### config.mk
export PLATFORM = sky130hd
export DESIGN_NAME = rs_alu
export DESIGN_NICKNAME = d
export VERILOG_FILES = /design/src/rtl/rs_alu.sv
export SDC_FILE = /design/constraint.sdc
export NUM_CORES = 2
export LEC_CHECK = 0
export BUFFER_PORTS_ARGS = -buffer_cell sky130_fd_sc_hd__buf_2
export CELL_PAD_IN_SITES_DETAIL_PLACEMENT = 0
export CELL_PAD_IN_SITES_GLOBAL_PLACEMENT = 1
export CORE_ASPECT_RATIO = 2
export CORE_UTILIZATION = 51
export CTS_BUF_LIST = sky130_fd_sc_hd__clkbuf_8
export CTS_CLUSTER_DIAMETER = 30
export DETAILED_ROUTE_END_ITERATION = 6
export PLACE_DENSITY_LB_ADDON = 0.1
export SKIP_LAST_GASP = 1
export SYNTH_ARGS = -nofsm -noshare
export SYNTH_HDL_FRONTEND = slang
export SYNTH_SLANG_ARGS = --single-unit
### constraint.sdc
create_clock -name clk_in -period 6.9 [get_ports clk_in]
set_clock_uncertainty 0.05 [all_clocks]
set_input_delay 2.07 -clock clk_in [delete_from_list [all_inputs] [get_ports clk_in]]
set_output_delay 2.07 -clock clk_in [all_outputs]
set_load 0.01 [all_outputs]
### src/rtl/rs_alu.sv
// ALU reservation station: buffers issued ALU/branch/jump ops, snoops the CDB and its own
// result bus, dispatches the lowest-index ready entry to the execute unit and broadcasts the result.

module rs_alu_entry #(
    parameter int ROB_W = 4,
    parameter int OP_W  = 6
) (
    input  logic             clk,
    input  logic             rst_n,
    input  logic             clear,
    input  logic             wr,
    input  logic             take,
    input  logic [OP_W-1:0]  new_op,
    input  logic [31:0]      new_vj,
    input  logic [31:0]      new_vk,
    input  logic [31:0]      new_A,
    input  logic [31:0]      new_pc,
    input  logic             new_qj_valid,
    input  logic             new_qk_valid,
    input  logic [ROB_W-1:0] new_qj,
    input  logic [ROB_W-1:0] new_qk,
    input  logic [ROB_W-1:0] new_dest,
    input  logic             cdb_valid,
    input  logic [ROB_W-1:0] cdb_tag,
    input  logic [31:0]      cdb_value,
    input  logic             fwd_valid,
    input  logic [ROB_W-1:0] fwd_tag,
    input  logic [31:0]      fwd_value,
    output logic             busy,
    output logic             ready,
    output logic [OP_W-1:0]  op,
    output logic [31:0]      vj,
    output logic [31:0]      vk,
    output logic [31:0]      A,
    output logic [31:0]      pc,
    output logic [ROB_W-1:0] dest
);
    logic             qj_pend, qk_pend;
    logic [ROB_W-1:0] qj, qk;
    logic [32:0]      j_next, k_next;

    // {pending, value} after looking at both broadcast buses this cycle
    function automatic logic [32:0] snoop(input logic pend, input logic [ROB_W-1:0] tag,
                                          input logic [31:0] val);
        logic [32:0] r;
        r = {pend, val};
        if (pend && cdb_valid && cdb_tag == tag)
            r = {1'b0, cdb_value};
        else if (pend && fwd_valid && fwd_tag == tag)
            r = {1'b0, fwd_value};
        return r;
    endfunction

    always_comb begin
        j_next = wr ? snoop(new_qj_valid, new_qj, new_vj) : snoop(qj_pend, qj, vj);
        k_next = wr ? snoop(new_qk_valid, new_qk, new_vk) : snoop(qk_pend, qk, vk);
    end

    assign ready = busy && !qj_pend && !qk_pend;

    always_ff @(posedge clk) begin
        if (!rst_n || clear)
            busy <= 1'b0;
        else if (wr)
            busy <= 1'b1;
        else if (take)
            busy <= 1'b0;
    end

    // Payload needs no reset: it is only observed while busy.
    always_ff @(posedge clk) begin
        {qj_pend, vj} <= j_next;
        {qk_pend, vk} <= k_next;
        if (wr) begin
            op   <= new_op;
            A    <= new_A;
            pc   <= new_pc;
            dest <= new_dest;
            qj   <= new_qj;
            qk   <= new_qk;
        end
    end
endmodule

module rs_alu #(
    parameter int RS_SIZE = 8,
    parameter int ROB_W   = 4,
    parameter int OP_W    = 6
) (
    input  logic             clk_in,
    input  logic             rst_n_in,
    input  logic             clear_in,
    input  logic             issue_valid,
    input  logic [OP_W-1:0]  issue_op,
    input  logic [31:0]      issue_vj,
    input  logic [31:0]      issue_vk,
    input  logic             issue_qj_valid,
    input  logic             issue_qk_valid,
    input  logic [ROB_W-1:0] issue_qj,
    input  logic [ROB_W-1:0] issue_qk,
    input  logic [31:0]      issue_A,
    input  logic [31:0]      issue_pc,
    input  logic [ROB_W-1:0] issue_dest,
    output logic             rs_full,
    input  logic             cdb_valid,
    input  logic [ROB_W-1:0] cdb_tag,
    input  logic [31:0]      cdb_value,
    output logic [OP_W-1:0]  ex_ordertype,
    output logic [31:0]      ex_vj,
    output logic [31:0]      ex_vk,
    output logic [31:0]      ex_A,
    output logic [31:0]      ex_pc,
    input  logic [31:0]      ex_value,
    input  logic [31:0]      ex_jumppc,
    output logic             out_valid,
    output logic [ROB_W-1:0] out_tag,
    output logic [31:0]      out_value,
    output logic [31:0]      out_jumppc
);
    localparam int IDX_W  = $clog2(RS_SIZE);
    localparam int STAGES = 1;

    logic [RS_SIZE-1:0]            busy, ready, wr, take;
    logic [RS_SIZE-1:0][OP_W-1:0]  ent_op;
    logic [RS_SIZE-1:0][31:0]      ent_vj, ent_vk, ent_A, ent_pc;
    logic [RS_SIZE-1:0][ROB_W-1:0] ent_dest;
    logic [IDX_W-1:0]              free_idx, sel_idx;
    logic                          sel_any;
    logic [STAGES:0]               vld_pipe;
    logic [ROB_W-1:0]              stage_tag;

    for (genvar g = 0; g < RS_SIZE; g++) begin : g_ent
        rs_alu_entry #(.ROB_W(ROB_W), .OP_W(OP_W)) u_ent (
            .clk          (clk_in),
            .rst_n        (rst_n_in),
            .clear        (clear_in),
            .wr           (wr[g]),
            .take         (take[g]),
            .new_op       (issue_op),
            .new_vj       (issue_vj),
            .new_vk       (issue_vk),
            .new_A        (issue_A),
            .new_pc       (issue_pc),
            .new_qj_valid (issue_qj_valid),
            .new_qk_valid (issue_qk_valid),
            .new_qj       (issue_qj),
            .new_qk       (issue_qk),
            .new_dest     (issue_dest),
            .cdb_valid    (cdb_valid),
            .cdb_tag      (cdb_tag),
            .cdb_value    (cdb_value),
            .fwd_valid    (out_valid),
            .fwd_tag      (out_tag),
            .fwd_value    (out_value),
            .busy         (busy[g]),
            .ready        (ready[g]),
            .op           (ent_op[g]),
            .vj           (ent_vj[g]),
            .vk           (ent_vk[g]),
            .A            (ent_A[g]),
            .pc           (ent_pc[g]),
            .dest         (ent_dest[g])
        );
    end

    assign rs_full   = &busy;
    assign out_valid = vld_pipe[STAGES];

    // Downward scan leaves the lowest matching index in place.
    always_comb begin
        free_idx = '0;
        sel_idx  = '0;
        sel_any  = 1'b0;
        for (int i = RS_SIZE - 1; i >= 0; i--) begin
            if (!busy[i])
                free_idx = IDX_W'(i);
            if (ready[i]) begin
                sel_idx = IDX_W'(i);
                sel_any = 1'b1;
            end
        end
        wr            = '0;
        take          = '0;
        wr[free_idx]  = issue_valid && !rs_full && !clear_in;
        take[sel_idx] = sel_any && !clear_in;
    end

    always_ff @(posedge clk_in) begin
        if (!rst_n_in) begin
            ex_ordertype <= '0;
            ex_vj        <= '0;
            ex_vk        <= '0;
            ex_A         <= '0;
            ex_pc        <= '0;
            vld_pipe     <= '0;
            stage_tag    <= '0;
            out_tag      <= '0;
            out_value    <= '0;
            out_jumppc   <= '0;
        end else begin
            vld_pipe <= clear_in ? '0 : {vld_pipe[STAGES-1:0], sel_any};
            if (sel_any && !clear_in) begin
                ex_ordertype <= ent_op[sel_idx];
                ex_vj        <= ent_vj[sel_idx];
                ex_vk        <= ent_vk[sel_idx];
                ex_A         <= ent_A[sel_idx];
                ex_pc        <= ent_pc[sel_idx];
                stage_tag    <= ent_dest[sel_idx];
            end
            out_tag    <= stage_tag;
            out_value  <= ex_value;
            out_jumppc <= ex_jumppc;
        end
    end
endmodule

-- After elaboration in Yosys (flattened, before gate mapping)
Cells that the tools add are included.
- bits in registers: 1400
- input port bits: 253
- output and inout port bits: 204
- word-level logic and storage cells: 388
- $lt $le $gt $ge: 4
- equality and inequality tests: 36
- multiplexer cells: 108
- bitwise gates (word level): 3
- reduce and logical (&&, ||, !) cells: 139
- operator list (operator ; number):
    $mux W33 ; 52
    $bmux W32 S3 ; 4
    $eq A4 B4 Y1 ; 36
    $mux W32 ; 4
    $logic_and A1 B1 Y1 ; 93
    $mux W3 ; 16
    $reduce_bool A3 Y1 ; 16
    $mux W1 ; 26
    $logic_not A1 Y1 ; 19
    $bmux W6 S3 ; 1
    $and A8 B8 Y8 ; 2
    $reduce_bool A2 Y1 ; 8
    $bmux W4 S3 ; 1
    $lt A3 B4 Y1 const B ; 2
    $reduce_and A8 Y1 ; 1
    $demux W1 S3 ; 2
    $ge A3 B1 Y1 const B ; 2
    $mux W6 ; 1
    $mux W4 ; 1
    $reduce_or A2 Y1 ; 1
    $logic_or A1 B1 Y1 ; 1
    $not A1 Y1 ; 1

-- Logic depth before layout (Yosys ltp)
- word-level depth: 18
- mapped depth: 11
- gate-level depth less buffers: 6

-- Cells and area by module
A second synthesis with hierarchy kept.
- cell total of the unflattened synthesis: 4979
- area, all modules: 63145.6 µm²
- by module, submodules not included (module ; instances ; cells each ; area an instance (µm²) ; seq. area each (µm²)):
    rs_alu_entry ; 8 ; 434 ; 6303.5 ; 4464.3
    rs_alu ; 1 ; 1507 ; 12717.2 ; 4164.0

-- Least setup slack after synthesis
No wires, ideal clock.
- path kind: input port to flip-flop
- start point: input clear_in
- end point: register g_ent[0].u_ent.A[0], enable pin
- library setup time: 0.478 ns
- arrival time: 5.586 ns
- required time: 6.372 ns
- path slack: 0.786 ns
- stages on the path: 7
- path buffers: 4
- cell sequence: clkbuf_1 -> nand2b_1 -> or2_2 -> clkbuf_1 -> inv_1 -> clkbuf_1 -> clkbuf_1
- cells in the longest elaborated chain, start to end: 3
- ends and longest elaborated chain (what ; line ; source):
    start, declared ; 92 ; input logic clear_in,
    $logic_not A1 Y1 ; 184 ; wr[free_idx] = issue_valid && !rs_full && !clear_in;
    $logic_and A1 B1 Y1 ; 184 ;
    $and A8 B8 Y8 (no source line) ; -- ;
    named net g_ent[0].u_ent.wr ; 11 ; input logic wr,
    end signal, assigned ; 76 ; A <= new_A;
    end, declared ; 34 ; output logic [31:0] A,
The timed path passes the listed nets, and every way through them passes these cells.
A chain may end at the register's enable or synchronous reset.

-- Worst setup path after layout
- start point: input cdb_tag[1]
- end point: register g_ent[7].u_ent.vk[1] (data pin)
- cells in the longest elaborated chain, start to end: 4
- elaborated cells on any way between the ends: 7
- those cells by class: 2 x eq/ne; 3 x mux; 2 x reduce/logical
- ends and longest elaborated chain (what ; line ; source):
    start, declared ; 106 ; input logic [ROB_W-1:0] cdb_tag,
    $eq A4 B4 Y1 ; 47 ; if (pend && cdb_valid && cdb_tag == tag)
    $logic_and A1 B1 Y1 ; 47 ;
    $mux W33 ; 47 ;
    $mux W33 * ; 56 ; k_next = wr ? snoop(new_qk_valid, new_qk, new_vk) : snoop(qk_pend, qk, vk);
    named net g_ent[7].u_ent.k_next[1] ; 40 ; logic [32:0] j_next, k_next;
    end signal, assigned ; 73 ; {qk_pend, vk} <= k_next;
    end, declared ; 33 ; output logic [31:0] vk,
The timed path passes the listed nets; every way through them passes the cells marked *.

==> impl_metrics.csv <==
group,metric,value,unit
cts,postCtsSetupBuffers,0,
yosys,synthArstFlopShare,0,%
yosys,synth_cells,5278,
detailed_routing,vias,47481,
cts,cts_tree,"yes",
detailed_routing,drc,13,
floorplanning,core_area,127000,sq um
timing,final-hold-violation-count,0,
power,p_seq_share,54.3,%
floorplanning,start_util,51.4,%
global_route,grt_first_pass_wirelength,320000,microns
cts,root_buffer,"clkbuf_8",
power,power.switching,4.06,mW
power,power.leakage,30.0,nW
detailed_routing,via_per_inst,6.41,
power,p_per_area,235,nW/um^2
timing,finalWorstSetupSlack,2.14,ns
cells_and_area,synthToLayoutAreaGrowth,12.1,%
cts,cts.path.max_buffers,3,
timing,worst_hold_slack,0.356,ns
yosys,synth_ff_type,"edfxtp_1",
cts,cts.reportedPaths.clkPinSlew,0.07,ns
global_route,grt_use_met3,6.19,%
floorplanning,fp.dieH,508,microns
detailed_routing,wl_per_cell,30.1,microns
global_route,antenna_found_initial,23,
global_route,first_global_vias,47150,
yosys,synth_edf_count,1184,
cells_and_area,drive_gt1_share,21.6,%
worst_hold_path,hold_class,"register to register",
yosys,syn_area,65400,sq um
yosys,yosysSeqAreaShare,61.0,%
yosys,syn-num-nets,5531,
timing,fmax,210,MHz
yosys,ys_ff_latch,1400,
power,ir_worst_vdd,0.193,mV
timing,max-slew-margin-rel,18.2,%
floorplanning,ioPinCount,457,
cts,cts-buffers-inserted,207,
yosys,yosysUniqueCellTypes,64,
power,p_clk_share,40.1,%
global_route,grt_usage,34.1,%
timing,worst_slew_pin_slew,1.23,ns
cts,cts_hold_buf,0,
placement,pre_cts_ws,1.31,ns
placement,dp_hpwl,121000,microns
run_status,outcome,"finished with violations",
setup_path,endpoint_kind,"register",
cts,cts_num_sinks,1400,
global_route,gr-total-overflow,0,
timing,finalSetupViolations,0,
yosys,yosys-top-cells-area,"edfxtp_1 54%, mux2i_1 7.4%, dfxtp_1 6.6%, mux2_2 4.8%, a22oi_1 4.6%",
run_status,violations,"DRC",
cells_and_area,fin_nets,5779,
yosys,yosys-top-cells-count,"1,184 x edfxtp_1, 480 x mux2i_1, 410 x clkbuf_1",
floorplanning,die_w,255,microns
cts,clk_latency,0.93,ns
yosys,syn_avg_cell_area,12.4,sq um
yosys,yosysWarnings,0,
power,power_frac_comb,5.6,%
setup_path,required,7.59,ns
global_route,grt_most_used_layer,"met2",
timing,slew_viol_final,0,
setup_path,start_kind,"input port",
power,p_int,13.1,mW
global_route,use_met2,57.7,%
floorplanning,fp-row-count,185,
yosys,synth.largest_area_cell,"edfxtp_1",
global_route,grt_max_degree,149,
setup_path,critPathArrivalTime,5.44,ns
global_route,gr-usage-met1,41.8,%
timing,final.min_clock_period,4.76,ns
yosys,synth_top_area_share,54.4,%
placement,gp_congestion,0.852,
setup_path,critical_path_class,"input port to register",
timing,period_share,68.9,%
detailed_routing,drt-initial-drc-count,4330,
timing,fin_tns_setup,0,ns
cts,htreeDepth,4,
floorplanning,fp.dieArea,130000,sq um
yosys,synth.most_common_cell,"edfxtp_1",
cts,cts_resized,0,
detailed_routing,drt_first_pass_iters,7,
detailed_routing,antenna_left,0,
setup_path,worstPathMaxFanout,33,
detailed_routing,routed_wl,223000,microns
run,drv_cap,0,
power,p_sw_share,23.6,%
placement,io_buffers,456,
timing,rsz0062_at_grt,"false",
[cell type report]
cell class                      instances  area (sq um)
Sequential cell                      1400         39900
Multi-Input combinational cell       3308         23400
Fill cell                           10606         53800
Antenna cell                           18          45.0
Timing Repair Buffer                  586          3460
Inverter                               23           114
Tap cell                             1683          2110
Clock inverter                        157          1000
Clock buffer                          235          3230
[critical path, stage by stage]
cell	delay, ns
buf_2	0.38
inv_1	0.29
a221o_1	0.39
buf_4	0.30
or3_2	0.95
a31oi_1	0.74
nor2_1	0.11
a21oi_1	0.19
[placed cells by master (no fill, tap or decap), types with 115 or more instances in the layout]
cell / synthesis / routed
a2111o_1: 134 / 134
a21o_1: 133 / 133
a21oi_1: 239 / 239
a22oi_1: 402 / 402
buf_2: 81 / 455
buf_4: 3 / 115
clkbuf_8: 0 / 235
dfxtp_1: 216 / 216
edfxtp_1: 1184 / 1184
mux2_2: 278 / 278
mux2i_1: 480 / 480
nand2_1: 377 / 369
nand3_1: 186 / 169
nor2_1: 384 / 383
o21ai_0: 264 / 264
[routing by layer]
metal,vias to the layer above,wire [microns]
li1,20503,-
met1,23787,84100
met2,2522,110000
met3,655,18100
met4,14,10800
met5,-,105
[sequential cells by signal, summed over array words and instances (netlist names), 8 cells and up]
name	flops
g_ent.u_ent.pc	256
g_ent.u_ent.qk	32
ex_A	32
out_value	32
ex_vj	32
g_ent.u_ent.dest	32
ex_vk	32
out_jumppc	32
g_ent.u_ent.A	256
g_ent.u_ent.op	48
g_ent.u_ent.qk_pend	8
g_ent.u_ent.vk	256
g_ent.u_ent.vj	256
g_ent.u_ent.qj	32
g_ent.u_ent.busy	8
ex_pc	32
g_ent.u_ent.qj_pend	8
[kinds of logic (layout without fill, tap and decap cells)]
| group | after synthesis | in the layout | synth area share [%] |
|---|---|---|---|
| AOI/OAI and AO/OA | 1267 | 1267 | 13.7 |
| other | 0 | 18 | 0 |
| muxes | 768 | 768 | 12.3 |
| xor gates and xnor gates | 123 | 123 | 1.65 |
| DFF | 1400 | 1400 | 61.0 |
| buffers and inverters | 570 | 1001 | 3.56 |
| and+or+nand+nor | 1150 | 1150 | 7.75 |
[worst paths after layout]
path | startpoint | slack (ns) | cells after the start | endpoint
max | cdb_tag[1] | 2.14 | 8 | g_ent[7].u_ent.vk[1]
min | vld_pipe[0] | 0.36 | 2 | vld_pipe[1]
max reg2reg | g_ent[3].u_ent.qk_pend | 2.83 | 8 | ex_vj[23]
min reg2reg | vld_pipe[0] | 0.36 | 2 | vld_pipe[1]
[power by group through the flow]
stage	Sequential [mW]	Combinational, mW	Clock [mW]
final	9.33	0.958	6.90
after global routing	9.33	1.02	7.32
after CTS	9.33	0.942	6.99
after detailed placement	9.51	0.937	0
after global placement	9.51	0.920	0
after floorplan	9.49	0.566	0
[per-stage QoR]
| step | instance area [sq um] | utilization, % | power [mW] | std cells |
|---|---|---|---|---|
| finish | 73300 | 57.7 | 17.2 | 7410 |
| detailed placement | 69000 | 54.3 | 10.4 | 7000 |
| global placement | 69000 | 54.3 | 10.4 | 7000 |
| CTS | 73200 | 57.6 | 17.3 | 7392 |
| global route | 73200 | 57.6 | 17.7 | 7397 |
| floorplan | 65400 | - | 10.1 | 5278 |
No activity file was read; power rests on OpenSTA's default activity.
